[config.mk]
export PLATFORM = sky130hd
export DESIGN_NAME = spart_tx_flat
export DESIGN_NICKNAME = d
export VERILOG_FILES = /design/src/rtl/spart_pkg.sv /design/src/rtl/spart_tx_if.sv /design/src/rtl/spart_tx.sv /design/src/flat_wrapper.sv
export SDC_FILE = /design/constraint.sdc
export NUM_CORES = 1
export LEC_CHECK = 0
export ABC_CLOCK_PERIOD_IN_PS = 3400
export CAP_MARGIN = 30
export CORE_UTILIZATION = 45
export DETAILED_ROUTE_END_ITERATION = 8
export PLACE_DENSITY = 0.7
export SYNTH_ARGS = -nofsm -noshare
export SYNTH_HDL_FRONTEND = slang
export SYNTH_SLANG_ARGS = --single-unit
[constraint.sdc]
create_clock -name clk -period 3.4 [get_ports clk]
set_input_delay 0.68 -clock clk [delete_from_list [all_inputs] [get_ports clk]]
set_output_delay 0.68 -clock clk [all_outputs]
set_load 0.05 [all_outputs]
[src/rtl/spart_pkg.sv]
// Shared SPART types and default constants (used by the transmitter and receiver).
// Latency: n/a (types and constants only).
// Backpressure: n/a.
package spart_pkg;

    // Default frame geometry; the receiver reuses these.
    localparam int SPART_OVERSAMPLE = 16;
    localparam int SPART_DATA_BITS  = 8;

    typedef enum logic [1:0] {
        IDLE  = 2'd0,
        START = 2'd1,
        DATA  = 2'd2,
        STOP  = 2'd3
    } tx_state_t;

endpackage

[src/rtl/spart_tx_if.sv]
// Host/baud-side bundle for the SPART transmitter: baud tick, write strobe and byte in; serial line and ready flag out.
// Latency: n/a (wires only).
// Backpressure: tbr low means tx_load is ignored; the master must wait for tbr before writing.
interface spart_tx_if #(
    parameter int DATA_BITS = 8
) ();
    logic                 enable;   // one-clk baud tick (OVERSAMPLE x bit rate)
    logic                 tx_load;  // one-clk write strobe
    logic [DATA_BITS-1:0] tx_data;  // byte sampled with tx_load
    logic                 txd;      // serial line, idle high
    logic                 tbr;      // holding register empty

    modport master (output enable, tx_load, tx_data, input  txd, tbr);
    modport slave  (input  enable, tx_load, tx_data, output txd, tbr);
endinterface

[src/rtl/spart_tx.sv]
// SPART transmitter: one-byte holding register feeding an 8N1 shifter, clocked by an external baud tick.
// Latency: write accepted at edge t -> start bit on txd and tbr high after edge t+1.
// Backpressure: tbr low while the holding register is full; writes during that time are dropped.
// Ports: clk, rst (sync, active high); bus.slave carries enable, tx_load, tx_data in and txd, tbr out.
module spart_tx
    import spart_pkg::*;
#(
    parameter int OVERSAMPLE = SPART_OVERSAMPLE,
    parameter int DATA_BITS  = SPART_DATA_BITS
) (
    input  logic      clk,
    input  logic      rst,
    spart_tx_if.slave bus
);

    localparam int TICK_W = (OVERSAMPLE > 1) ? $clog2(OVERSAMPLE) : 1;
    localparam int BIT_W  = (DATA_BITS > 1)  ? $clog2(DATA_BITS)  : 1;
    localparam logic [TICK_W-1:0] TICK_LAST = TICK_W'(OVERSAMPLE - 1);
    localparam logic [BIT_W-1:0]  BIT_LAST  = BIT_W'(DATA_BITS - 1);

    tx_state_t            r_state;
    logic [TICK_W-1:0]    r_tick;
    logic [BIT_W-1:0]     r_bit;
    logic [DATA_BITS-1:0] r_shift;
    logic [DATA_BITS-1:0] r_hold;
    logic                 r_tbr;    // holding register empty (inverse of full)
    logic                 r_txd;

    tx_state_t            w_state_nxt;
    logic [TICK_W-1:0]    w_tick_nxt;
    logic [BIT_W-1:0]     w_bit_nxt;
    logic [DATA_BITS-1:0] w_shift_nxt;
    logic [DATA_BITS-1:0] w_hold_nxt;
    logic                 w_tbr_nxt;
    logic                 w_txd_nxt;
    logic                 w_bit_end;
    logic                 w_xfer;   // move holding byte into the shifter this edge

    always_comb begin
        w_state_nxt = r_state;
        w_tick_nxt  = r_tick;
        w_bit_nxt   = r_bit;
        w_shift_nxt = r_shift;
        w_hold_nxt  = r_hold;
        w_tbr_nxt   = r_tbr;
        w_txd_nxt   = 1'b1;
        w_xfer      = 1'b0;
        w_bit_end   = bus.enable && (r_tick == TICK_LAST);

        // A write is only taken while the holding register is empty. During a
        // transfer r_tbr is still 0, so a write in that cycle is dropped.
        if (bus.tx_load && r_tbr) begin
            w_hold_nxt = bus.tx_data;
            w_tbr_nxt  = 1'b0;
        end

        // Tick counter runs only inside a bit and only on baud ticks.
        if ((r_state != IDLE) && bus.enable) begin
            w_tick_nxt = w_bit_end ? '0 : r_tick + 1'b1;
        end

        unique case (r_state)
            IDLE: begin
                w_xfer = !r_tbr;
            end
            START: begin
                if (w_bit_end) begin
                    w_state_nxt = DATA;
                end
            end
            DATA: begin
                if (w_bit_end) begin
                    w_shift_nxt = r_shift >> 1;
                    if (r_bit == BIT_LAST) begin
                        w_state_nxt = STOP;
                        w_bit_nxt   = '0;
                    end else begin
                        w_bit_nxt = r_bit + 1'b1;
                    end
                end
            end
            STOP: begin
                if (w_bit_end) begin
                    // Held byte goes straight into a new start bit, no idle gap.
                    if (!r_tbr) begin
                        w_xfer = 1'b1;
                    end else begin
                        w_state_nxt = IDLE;
                    end
                end
            end
            default: begin
                w_state_nxt = IDLE;
            end
        endcase

        if (w_xfer) begin
            w_state_nxt = START;
            w_shift_nxt = r_hold;
            w_tbr_nxt   = 1'b1;
            w_tick_nxt  = '0;
            w_bit_nxt   = '0;
        end

        // txd is registered from the next state so the line changes on the
        // same edge as the state.
        unique case (w_state_nxt)
            START:   w_txd_nxt = 1'b0;
            DATA:    w_txd_nxt = w_shift_nxt[0];
            default: w_txd_nxt = 1'b1;
        endcase
    end

    always_ff @(posedge clk) begin
        if (rst) begin
            r_state <= IDLE;
            r_tick  <= '0;
            r_bit   <= '0;
            r_shift <= '0;
            r_hold  <= '0;
            r_tbr   <= 1'b1;
            r_txd   <= 1'b1;
        end else begin
            r_state <= w_state_nxt;
            r_tick  <= w_tick_nxt;
            r_bit   <= w_bit_nxt;
            r_shift <= w_shift_nxt;
            r_hold  <= w_hold_nxt;
            r_tbr   <= w_tbr_nxt;
            r_txd   <= w_txd_nxt;
        end
    end

    assign bus.txd = r_txd;
    assign bus.tbr = r_tbr;

endmodule

[src/flat_wrapper.sv]
// flat-port wrapper written by rule: the top's interface ports become plain ports
module spart_tx_flat import spart_pkg::*;
#(
    parameter int OVERSAMPLE = SPART_OVERSAMPLE,
    parameter int DATA_BITS  = SPART_DATA_BITS
)
  (clk, rst, bus_enable, bus_tx_load, bus_tx_data, bus_txd, bus_tbr);
  spart_tx_if #(.DATA_BITS(DATA_BITS)) bus_i ();
  input  logic clk;
  input  logic rst;
  input wire logic [$bits(bus_i.enable)-1:0] bus_enable;
  input wire logic [$bits(bus_i.tx_load)-1:0] bus_tx_load;
  input wire logic [$bits(bus_i.tx_data)-1:0] bus_tx_data;
  output wire logic [$bits(bus_i.txd)-1:0] bus_txd;
  output wire logic [$bits(bus_i.tbr)-1:0] bus_tbr;
  assign bus_i.enable = bus_enable;
  assign bus_i.tx_load = bus_tx_load;
  assign bus_i.tx_data = bus_tx_data;
  assign bus_txd = bus_i.txd;
  assign bus_tbr = bus_i.tbr;
  spart_tx #(.OVERSAMPLE(OVERSAMPLE), .DATA_BITS(DATA_BITS)) u_core (.clk(clk), .rst(rst), .bus(bus_i));
endmodule
; After elaboration in Yosys (flattened, before gate mapping)
; Cells that the tools add are included.
[word_totals]
ff_bits = 27
out_inout_bits = 2
in_bits = 12
[classes]
mux = 16
eq_ne = 7
addsub = 2
reduce_logical = 11
[op_table]
columns = op, n
row1 = 8-bit 2-to-1 mux, 3
row2 = 2-bit 2-to-1 mux, 6
row3 = "2-bit == test, second input constant", 3
row4 = 2-bit case mux with 3 select lines, 1
row5 = 2-bit nonzero test, 3
row6 = "4-bit by 1-bit adder with 4-bit output, second input constant", 1
row7 = "2-bit by 1-bit == test with 1-bit output, second input constant", 2
row8 = "4-bit == test, second input constant", 1
row9 = 4-bit 2-to-1 mux, 1
row10 = 1-bit case mux with 2 select lines, 2
row11 = 2-bit AND reduction, 2
row12 = "3-bit by 1-bit adder with 3-bit output, second input constant", 1
row13 = "3-bit == test, second input constant", 1
row14 = 1-bit logical AND, 3
row15 = 3-bit 2-to-1 mux, 1
row16 = 2-bit logical NOT, 1
row17 = 1-bit 2-to-1 mux, 2
row18 = 2-bit OR reduction, 1
row19 = 1-bit logical NOT, 1

; Logic depth before layout (Yosys ltp)
[depth]
word_depth = 7
mapped_depth = 9

; Worst setup path before layout
; Ideal clock, no wire load.
[synth_path]
path_type = input to register
start = input bus_enable
end = register u_core.r_txd, in the netlist u_core.bus.txd
t_arrival_ns = 1.809
slack_ns = 1.468
cell_stages = 7
n_path_buf = 2
cell_sequence = and4_1 -> buf_6 -> and2_1 -> buf_6 -> a221o_1 -> nor3_1 -> mux2i_1
[synth_via]
elab_chain_len = 6
[synth_rtl]
columns = item, line_no
row1 = "start, declared", flat_wrapper.sv:11  ; input wire logic [$bits(bus_i.enable)-1:0] bus_enable;
row2 = 1-bit logical AND (*), spart_tx.sv:48  ; w_bit_end = bus.enable && (r_tick == TICK_LAST);
row3 = 2-bit 2-to-1 mux (tied with other cells), spart_tx.sv:83  ; if (w_bit_end) begin
row4 = 2-bit case mux with 3 select lines or 1-bit case mux with 2 select lines (tied branches), spart_tx.sv:62  ; unique case (r_state)
row5 = 2-bit 2-to-1 mux, spart_tx.sv:97  ; if (w_xfer) begin
row6 = 2-bit == test or 2-bit by 1-bit == test with 1-bit output (tied branches), spart_tx.sv:107  ; unique case (w_state_nxt)
row7 = 1-bit case mux with 2 select lines (*), spart_tx.sv:107
row8 = "end signal, assigned", spart_tx.sv:130  ; r_txd <= w_txd_nxt;
row9 = "end, declared", spart_tx.sv:27  ; logic r_txd;
; Mark *: on every way between the ends. The rest lies on a longest branch, timed or not. The select of a mux whose other input is x is not followed.
; A chain may end at the register's enable or synchronous reset.

; Worst setup path after layout
[layout_path]
start = register u_core.r_tbr, in the netlist u_core.bus.tbr
end = output bus_tbr
[layout_lines]
columns = item, line_no
row1 = "start, declared", spart_tx.sv:26  ; logic r_tbr;
row2 = "start signal, assigned", spart_tx.sv:129  ; r_tbr <= w_tbr_nxt;
row3 = "end, declared", flat_wrapper.sv:15  ; output wire logic [$bits(bus_i.tbr)-1:0] bus_tbr;
; No word-level cell between the ends.

==> reports/summary.txt <==
status = finished, final reports clean
CTS Buf Count = 3
Slowest Stage Delay on Critical Path = 0.89 ns
mean post-synth cell area = 8.563 um^2
root buf cell = clkbuf_4
Yosys reg bits = 27
Post-synth EDFFs = 0
DRT antenna net count = 0
core area = 2758 um^2
Startpoint Class = flop
initial core utilization = 47.82%
dominant cell type by area after synthesis = dfxtp_1
row count = 19
Avg WL per Cell = 12.53 um
layout cells sized above 1 = 8.025%
Final min period = 2.529 ns
Syn Inst Count = 154
worst skew pair latency = 0.32 ns
max cap viols = 0
drt pass-1 iters = 7
Die ar. = 3151 um^2
leading cell types by count after synthesis = nand2_1, dfxtp_1, a21oi_1
Synth top area share = 40.99%
Worst EP arrival = 1.85 ns
Vias = 1055
TritonCTS clock tree = done
Ports = 14
met1 Usage GRT = 23.36%
met2 Resource Use GR = 25.68%
delay-heaviest family, CP = buffers and inverters
mapped cell area = 1319 um^2
crit-path max FO = 15
initial DRC count = 24
maximum VDD drop = 0.3395 mV
dpl hpwl = 1757 um
Fmax = 395.4 MHz
Syn-to-layout area delta = 10.53%
busiest grt layer = met2
endpoint class of the critical path = output pin
antenna diode count = 0
Critical Path Source = u_core.bus.tbr$_SDFFE_PP1P_
die height = 56.14 um
final WL = 2418 um
R2R Setup Slk = 1.20 ns
Leak Pwr = 0.5542 nW
H-tree Lvls = 1
synthesized net count = 174
CP cell instances = clkdlybuf4s50_1
met3 Use GR = 3.023%
gpl congestion = 0.8582
CTS resizes = 0
largest net degree at the start of global routing = 20
Reg-to-Reg Start = u_core.r_tick[0]$_SDFFE_PP0P_
global-route usage over all layers = 17.06%
P per Cell Area = 420.5 nW/um^2
clk_skew = 0.006224 ns
Pins Over Slew Limit = 0
global route total overflow = 0
Yosys cell types = 31
Post CTS Setup Buffer Count = 0
Relative slew margins = 60.98%
clock-pin slew on the worst setup and hold paths = 0.14 ns
first-pass GRT wire length = 4215 um
sequential fraction of the synthesis area = 40.99%
CTS Buffer Depth = 2
post-route setup TNS = 0 ns
Least-Margin Pin Slew = 0.5853 ns
DR DRC count = 0
slowest CP cell = clkdlybuf4s50_1
clk sinks = 27
kind of critical path = flop to output pin
WP data required = 2.72 ns
Total Nets Final = 183
cell with the most instances after synthesis = nand2_1
vias in the first global route = 959
final core occ = 52.86%
endpoints failing hold = 0
Power Total = 613.0 uW
Vias/cell = 5.466
post-cts hold buffer count = 0
Synth async-reset ratio = 0%
ys flop type = dfxtp_1
buffers and inverters on the worst path = 1
total of warnings raised by yosys = 0
IO Port Bufs = 13
Setup Viol. Count Final = 0
RSZ-0062 raised after global routing = false
top cells by area, synth = dfxtp_1, nand2_1, ha_1, a311oi_2, a21oi_1
Hold Path Class = flop to flop
initial antenna violation count = 0
Tcrit/Tclk final = 74.38%
die width = 56.14 um
Hold Path Origin = u_core.r_hold[3]$_SDFFE_PP0P_
## cell type report
cell class	count	area, um^2
fillers	270	1300
multi-input cells	114	703.2
flip-flops and latches	27	540.5
repair buffers	14	137.6
well taps	31	38.79
clock buffers	4	26.28
inverters	3	11.26
## logic make-up (layout without fill, tap and decap cells)
logic type,count (synthesis),count (layout),synth area share [%]
DFF,27,27,40.99
muxes,3,3,2.372
and+or+nand+nor,71,71,24.67
adders and majority gates,8,8,7.590
buffers and inverters,13,21,5.692
xor gates and xnor gates,1,1,0.6643
AOI/OAI and AO/OA,31,31,18.03
## per-stage QoR
step | instance area (um^2) | instances | hold WS, ns | worst slack, ns
global placement | 1431 | 189 | 0.4507 | 0.6226
floorplan | 1319 | 154 | 0.4321 | 1.468
global route | 1458 | 193 | 0.4895 | 0.7412
CTS | 1458 | 193 | 0.4667 | 0.8577
finish | 1458 | 193 | 0.4662 | 0.8712
detailed placement | 1431 | 189 | 0.4474 | 0.5584
## where the power goes
group          total, mW  switching (mW)  internal (mW)  leakage [nW]
clock network      0.133          0.0870         0.0459        0.0150
logic              0.124          0.0699         0.0543         0.319
registers          0.356          0.0172          0.339         0.220
## worst paths after layout
check | endpoint | depth (start not counted)
max | bus_tbr | 1
min | u_core.r_hold[3]$_SDFFE_PP0P_ | 2
max reg2reg | u_core.r_tick[1]$_SDFFE_PP0P_ | 6
min reg2reg | u_core.r_hold[3]$_SDFFE_PP0P_ | 2
## worst reg2reg max path: cells and delay by family (launching register included)
kind / cells / cell delay [ns]
and+or+nand+nor: 4 / 1.41
DFF: 1 / 0.40
adders and majority gates: 1 / 0.20
AOI/OAI and AO/OA: 1 / 0.09
## routing by layer
metal	vias up	share of wire, %
met1	476	50
li1	551	-
met5	-	0
met4	0	2.1
met3	4	4.0
met2	24	44
## state kept, by name, indices dropped and copies added (netlist names)
signal,count
u_core.bus.tbr,1
u_core.r_tick,4
u_core.bus.txd,1
u_core.r_state,2
u_core.r_hold,8
u_core.r_bit,3
u_core.r_shift,8
## placed cells by master (no fill, tap or decap), types with 2 or more instances in the layout
master / Yosys / layout
a21oi_1: 15 / 15
a311oi_2: 6 / 6
and2_1: 2 / 2
clkbuf_4: 0 / 3
clkdlybuf4s50_1: 0 / 13
dfxtp_1: 27 / 27
ha_1: 8 / 8
inv_1: 3 / 3
mux2i_1: 2 / 2
nand2_1: 30 / 30
nand3_1: 9 / 9
nand4_1: 2 / 2
nor2_1: 14 / 14
nor2b_1: 2 / 2
nor3_1: 4 / 4
o211ai_1: 2 / 2
o21ai_0: 3 / 3
or3_1: 3 / 3
No activity file was read; power rests on OpenSTA's default activity.
